===== config.mk =====
export PLATFORM = sky130hd
export DESIGN_NAME = pointing_device_arbiter
export DESIGN_NICKNAME = d
export VERILOG_FILES = /design/src/rtl/pointing_device_arbiter.sv
export SDC_FILE = /design/constraint.sdc
export NUM_CORES = 1
export LEC_CHECK = 0
export CAP_MARGIN = 20
export CORE_MARGIN = 10
export CORE_UTILIZATION = 57
export CTS_CLUSTER_DIAMETER = 30
export DETAILED_ROUTE_END_ITERATION = 10
export PLACE_DENSITY = 0.83
export SYNTH_ARGS = -nofsm -noshare
export SYNTH_HDL_FRONTEND = slang
export SYNTH_SLANG_ARGS = --single-unit
export TNS_END_PERCENT = 1

===== constraint.sdc =====
create_clock -name clk -period 6.7 [get_ports clk]
set_clock_uncertainty 0.2 [all_clocks]
set_input_delay 0.67 -clock clk [delete_from_list [all_inputs] [get_ports clk]]
set_output_delay 0.67 -clock clk [all_outputs]
set_load 0.05 [all_outputs]

===== src/rtl/pointing_device_arbiter.sv =====
// pointing_device_arbiter
//   Merges two pointing-device byte streams into one paced serial byte stream.
//   Each input port has its own FIFO. Whole packets (1-byte 8'hCA or 3-byte
//   packets whose header has bits[7:6]=2'b11) are forwarded without
//   interleaving. Ports are arbitrated round-robin, and output bytes are spaced
//   at least kTicks cycles apart. Stray bytes at an idle FIFO head are
//   discarded.
//
// Ports
//   clk              : single clock, rising edge
//   reset            : synchronous, active-high
//   overclock        : selects TICKS_OVERCLOCK (1) or TICKS_NORMAL (0) as the byte gap
//   in0_write/data   : byte stream sink, port 0
//   in1_write/data   : byte stream sink, port 1
//   serial_out_write : 1-cycle strobe for each output byte
//   serial_out_data  : output byte (holds its last value between strobes)
//   active_port      : port owning the current or most recent packet
//   overflow         : sticky per-port flag, set when an incoming byte was dropped
module pointing_device_arbiter #(
  parameter int unsigned FIFO_DEPTH      = 8,
  parameter int unsigned TICKS_NORMAL    = 250000,
  parameter int unsigned TICKS_OVERCLOCK = 200000
) (
  input  logic       clk,
  input  logic       reset,
  input  logic       overclock,
  input  logic       in0_write,
  input  logic [7:0] in0_data,
  input  logic       in1_write,
  input  logic [7:0] in1_data,
  output logic       serial_out_write,
  output logic [7:0] serial_out_data,
  output logic       active_port,
  output logic [1:0] overflow
);

  localparam int unsigned AW   = $clog2(FIFO_DEPTH);
  localparam int unsigned CW   = AW + 1;
  localparam int unsigned TMAX = (TICKS_NORMAL > TICKS_OVERCLOCK) ? TICKS_NORMAL : TICKS_OVERCLOCK;
  localparam int unsigned GW   = $clog2(TMAX + 1);

  localparam logic [CW-1:0] FULL   = CW'(FIFO_DEPTH);
  localparam logic [GW-1:0] LOAD_N = GW'(TICKS_NORMAL - 1);
  localparam logic [GW-1:0] LOAD_O = GW'(TICKS_OVERCLOCK - 1);

  localparam logic [1:0] S_IDLE = 2'd0;
  localparam logic [1:0] S_SEND = 2'd1;
  localparam logic [1:0] S_GAP  = 2'd2;

  logic [7:0]    mem_q [0:1][0:FIFO_DEPTH-1];
  logic [AW-1:0] rd_q  [0:1];
  logic [AW-1:0] wr_q  [0:1];
  logic [CW-1:0] cnt_q [0:1];

  logic [1:0]    state_q, state_d;
  logic [GW-1:0] gap_q, gap_d;
  logic          rr_q, rr_d;
  logic          grant_q, grant_d;
  logic [1:0]    rem_q, rem_d;
  logic [1:0]    overflow_q;
  logic          out_wr_q;
  logic [7:0]    out_data_q;

  logic [1:0]    wr_en, acc, pop, elig, stray;
  logic [7:0]    wr_data [0:1];
  logic [7:0]    head    [0:1];
  logic [1:0]    need    [0:1];
  logic          emit;
  logic          pick;

  // Per-port FIFO head classification
  always_comb begin
    wr_en      = {in1_write, in0_write};
    wr_data[0] = in0_data;
    wr_data[1] = in1_data;
    for (int unsigned p = 0; p < 2; p++) begin
      head[p]  = mem_q[p][rd_q[p]];
      need[p]  = (head[p] == 8'hCA) ? 2'd1 : 2'd3;
      elig[p]  = (cnt_q[p] != '0) && (head[p][7:6] == 2'b11) && (cnt_q[p] >= CW'(need[p]));
      stray[p] = (cnt_q[p] != '0) && (head[p][7:6] != 2'b11);
      // A full FIFO still accepts a byte when it is popped in the same cycle
      acc[p]   = wr_en[p] && ((cnt_q[p] != FULL) || pop[p]);
    end
  end

  always_comb begin
    state_d = state_q;
    grant_d = grant_q;
    rr_d    = rr_q;
    rem_d   = rem_q;
    pop     = '0;
    emit    = 1'b0;
    pick    = 1'b0;
    case (state_q)
      S_IDLE: begin
        pop = stray;
        if (elig != 2'b00) begin
          // rr_q names the port preferred on a tie; it then passes to the other port
          pick    = (elig == 2'b11) ? rr_q : elig[1];
          grant_d = pick;
          rr_d    = ~pick;
          rem_d   = need[pick];
          state_d = S_SEND;
        end
      end
      S_SEND: begin
        if (gap_q == '0) begin
          pop[grant_q] = 1'b1;
          emit         = 1'b1;
          rem_d        = rem_q - 2'd1;
          state_d      = S_GAP;
        end
      end
      S_GAP: begin
        // Leave one cycle early so the next SEND sees a zero gap counter and the
        // strobe spacing is exactly kTicks cycles
        if (gap_q <= GW'(1)) begin
          state_d = (rem_q != 2'd0) ? S_SEND : S_IDLE;
        end
      end
      default: state_d = S_IDLE;
    endcase

    if (emit) begin
      gap_d = overclock ? LOAD_O : LOAD_N;
    end else if (gap_q != '0) begin
      gap_d = gap_q - GW'(1);
    end else begin
      gap_d = gap_q;
    end
  end

  // FIFO storage is not reset; flushing is done through the pointers
  always_ff @(posedge clk) begin
    for (int unsigned p = 0; p < 2; p++) begin
      if (acc[p]) begin
        mem_q[p][wr_q[p]] <= wr_data[p];
      end
    end
  end

  always_ff @(posedge clk) begin
    if (reset) begin
      for (int unsigned p = 0; p < 2; p++) begin
        rd_q[p]  <= '0;
        wr_q[p]  <= '0;
        cnt_q[p] <= '0;
      end
      state_q    <= S_IDLE;
      gap_q      <= '0;
      rr_q       <= 1'b0;
      grant_q    <= 1'b0;
      rem_q      <= 2'd0;
      overflow_q <= 2'b00;
      out_wr_q   <= 1'b0;
      out_data_q <= 8'h00;
    end else begin
      for (int unsigned p = 0; p < 2; p++) begin
        if (acc[p]) begin
          wr_q[p] <= wr_q[p] + AW'(1);
        end
        if (pop[p]) begin
          rd_q[p] <= rd_q[p] + AW'(1);
        end
        cnt_q[p] <= cnt_q[p] + CW'(acc[p]) - CW'(pop[p]);
        if (wr_en[p] && !acc[p]) begin
          overflow_q[p] <= 1'b1;
        end
      end
      state_q  <= state_d;
      gap_q    <= gap_d;
      rr_q     <= rr_d;
      grant_q  <= grant_d;
      rem_q    <= rem_d;
      out_wr_q <= emit;
      if (emit) begin
        out_data_q <= head[grant_q];
      end
    end
  end

  assign serial_out_write = out_wr_q;
  assign serial_out_data  = out_data_q;
  assign active_port      = grant_q;
  assign overflow         = overflow_q;

endmodule


==> flow_summary_export.csv <==
group,metric,value,unit
outcome,status,"completed",
clock_tree,path_clk_slew,0.07,ns
sta,hold_viol,0,
layout,finalNetCount,674,
grt,grt_max_degree,45,
place,post-place-ws,2.56,ns
worst_setup_path,critPathBufInv,1,
synthesis,synthCells,584,
drt,antenna_left,0,
clock_tree,cts_tree,"yes",
synthesis,syn_area_per_cell,13.7,um^2
clock_tree,clkLatencyLatePin,0.44,ns
worst_setup_path,critical-path-top-delay-family,"compound AO/OA/AOI/OAI gates",
worst_setup_path,crit_path_end_kind,"flip-flop",
die,io_pins,33,
power_and_ir_drop,powerDensity,439,mW/mm^2
power_and_ir_drop,swShare,37.0,%
sta,worst_pin_slew,1.07,ns
layout,area_growth,14.9,%
grt,grt_first_pass_wirelength,28.0,mm
drt,drt_iter0_markers,634,
sta,rsz0062_at_grt,"no",
grt,grt-busiest-layer,"met2",
place,dp_hpwl,12.0,mm
grt,grt_use_met3,4.55,%
layout,fillers,926,
drt,first_pass_iters,5,
synthesis,synth_area,0.00801,mm^2
place,place_area,0.00856,mm^2
die,num_rows,43,
worst_setup_path,cp-start-kind,"flip-flop",
clock_tree,clockBufferDepth,2,
worst_setup_path,r2r_start,"rd_q[0][0]",
die,fp.coreArea,0.0138,mm^2
sta,max_freq,239,MHz
sta,period_share,62.4,%
power_and_ir_drop,p_comb_share,35.5,%
synthesis,yosysWarnings,0,
clock_tree,cts_root_buf,"clkbuf_16",
clock_tree,post_cts_buffers,0,
worst_setup_path,max_stage_delay,0.86,ns
grt,grt_pass1_vias,5075,
sta,period_needed,4.18,ns
synthesis,synth_edf_count,140,
synthesis,ys_ff_latch,183,
grt,grt_use_met1,24.1,%
sta,final_max_slew_viol_count,0,
hold_path,hold_path_class,"reg -> reg",
worst_setup_path,crit_path_start,"rd_q[0][0]",
flow_run,cap_violations,0,
worst_setup_path,cpMaxStageDelayCell,"edfxtp_1",
die,fp.dieArea,0.0192,mm^2
worst_setup_path,critPathArrivalTime,4.33,ns
sta,relSlewSlack,28.3,%
layout,fin_area,0.00920,mm^2
grt,gr-total-overflow,0,
worst_setup_path,worstPathCellList,"buf_4, mux4_2, a21oi_1, nand2_1, nor3_1, ha_1, a21oi_1, o21a_1, nand4b_1, o211a_1, or3_1, o31ai_1",
clock_tree,ctsResizeCount,0,
layout,drive_gt1_share,13.9,%
layout,diodes,0,
drt,drc,0,
synthesis,yosysUniqueCellTypes,56,
power_and_ir_drop,ir_worst_vdd,0.297,mV
power_and_ir_drop,internal-power,2.55,mW
place,gp_congestion,0.893,
worst_setup_path,crit_path_frequent_cell,"a21oi_1",
clock_tree,numCtsBuffers,17,
die,die_y,139,um
clock_tree,cts.htree.levels,4,
clock_tree,cts_sinks,183,
layout,multiInputGateArea,0.00275,mm^2
drt,viasPerCell,6.32,
layout,final_cell_mix,"edfxtp_1, nor2_1, dfxtp_1",
grt,antenna_found_initial,0,
power_and_ir_drop,p_seq_share,39.1,%
grt,use_met2,28.6,%
drt,route.vias.total,5188,
worst_setup_path,critPathRequiredTime,6.85,ns
sta,fin_tns_setup,0,ns
place,port_buffers,32,
hold_path,min_from,"serial_out_data[4]",
layout,layout_commonest_cell,"edfxtp_1",
synthesis,synthArstFlopShare,0,%
power_and_ir_drop,clock_power_share,25.5,%
synthesis,syn-num-nets,630,
layout,final-seq-area,0.00506,mm^2
power_and_ir_drop,power.leakage,3.18,nW
grt,grt.total_usage,18.5,%
worst_setup_path,critPathMaxFanout,15,
die,initial_utilization,57.9,%
sta,worst_slack,2.52,ns
synthesis,synth-seq-area-share,63.3,%
worst_setup_path,critical_path_class,"reg -> reg",
sta,setup_violations,0,
power_and_ir_drop,p_sw,1.49,mW
drt,wl_per_cell,21.7,um
synthesis,synth-main-ff-cell,"edfxtp_1",
clock_tree,cts_hold_buf,0,
drt,wirelength,17.8,mm
power_and_ir_drop,finalPower,4.04,mW
die,die_x,139,um
## cell families after synthesis
group / count (synthesis) / share of synthesized area [%]
xor gates and xnor gates: 16 / 1.75
buffers and inverters: 52 / 2.70
AOI/OAI and AO/OA: 91 / 7.69
and+or+nand+nor: 162 / 10.4
DFF: 183 / 63.3
adders and majority gates: 25 / 4.09
muxes: 55 / 10.1
## synth_stat cells (3+ instances only)
| cell type | n | area (um^2) |
|---|---|---|
| edfxtp_1 | 140 | 4200 |
| nor2_1 | 47 | 176 |
| dfxtp_1 | 43 | 861 |
| nand2_1 | 42 | 158 |
| a21oi_1 | 37 | 185 |
| mux2i_1 | 31 | 310 |
| inv_1 | 30 | 113 |
| ha_1 | 23 | 288 |
| mux4_2 | 20 | 450 |
| nor3_1 | 15 | 75.1 |
| xnor2_1 | 13 | 114 |
| clkbuf_1 | 12 | 45.0 |
| o22ai_1 | 10 | 62.6 |
| a211oi_1 | 8 | 60.1 |
| nand2b_1 | 8 | 50.1 |
| nor4_1 | 7 | 43.8 |
| nor4b_1 | 6 | 52.6 |
| o21ai_0 | 6 | 30.0 |
| buf_2 | 5 | 25.0 |
| or3_1 | 5 | 31.3 |
| a31oi_1 | 4 | 25.0 |
| mux2_2 | 4 | 45.0 |
| nand4_1 | 4 | 25.0 |
| nor2b_1 | 4 | 25.0 |
| nor3_2 | 4 | 40.0 |
| nor3b_1 | 4 | 30.0 |
| a21o_1 | 3 | 22.5 |
| buf_1 | 3 | 11.3 |
| nand3_1 | 3 | 15.0 |
| xor2_1 | 3 | 26.3 |
## routing by layer
| metal | part of all wire, % | up-vias |
|---|---|---|
| met5 | 0 | - |
| met4 | 3.1 | 0 |
| met3 | 7.2 | 47 |
| met2 | 48 | 255 |
| met1 | 41 | 2576 |
| li1 | - | 2310 |
## cell type report
class,count,area share (%)
clock buffers,17,4.62
clock inverters,15,2.15
inverters,30,1.22
multi-input cells,349,29.9
flip-flops and latches,183,55.0
well taps,180,2.45
repair buffers,47,4.62
## final timing paths
path	endpoint	slack, ns	depth (start not counted)
worst max-delay path	rem_q[1]	2.52	12
worst min-delay path	serial_out_data[4]	0.26	2
worst max register to register	rem_q[1]	2.52	12
worst min register to register	serial_out_data[4]	0.26	2
## stage by stage
stage / std cells / hold slack [ns] / utilization (%)
2_1_floorplan: 584 / 0.252 / -
3_3_place_gp: 783 / 0.250 / 61.8
3_5_place_dp: 787 / 0.251 / 61.9
4_1_cts: 819 / 0.261 / 66.4
5_1_grt: 821 / 0.280 / 66.5
6_report: 821 / 0.258 / 66.5
## registers in the layout, summed over array words and instances (netlist names)
signal            flops
serial_out_data       8
rr_q                  1
rem_q                 2
state_q               2
overflow              2
cnt_q                 8
serial_out_write      1
active_port           1
rd_q                  6
mem_q               128
gap_q                18
wr_q                  6
## power groups by stage
stage	clock, mW	combinational, mW	sequential (mW)
floorplan	0	1.09	1.52
global route	1.09	1.56	1.60
CTS	1.04	1.41	1.57
finish	1.03	1.43	1.58
global placement	0	1.32	1.58
detailed placement	0	1.38	1.59
## worst reg2reg max path, stage by stage (launching register included)
cell	delay (ns)
edfxtp_1	0.86
buf_4	0.37
mux4_2	0.53
a21oi_1	0.23
nand2_1	0.12
nor3_1	0.23
ha_1	0.23
a21oi_1	0.08
o21a_1	0.23
nand4b_1	0.25
o211a_1	0.21
or3_1	0.31
o31ai_1	0.25
(Power assumes the default switching activity.)
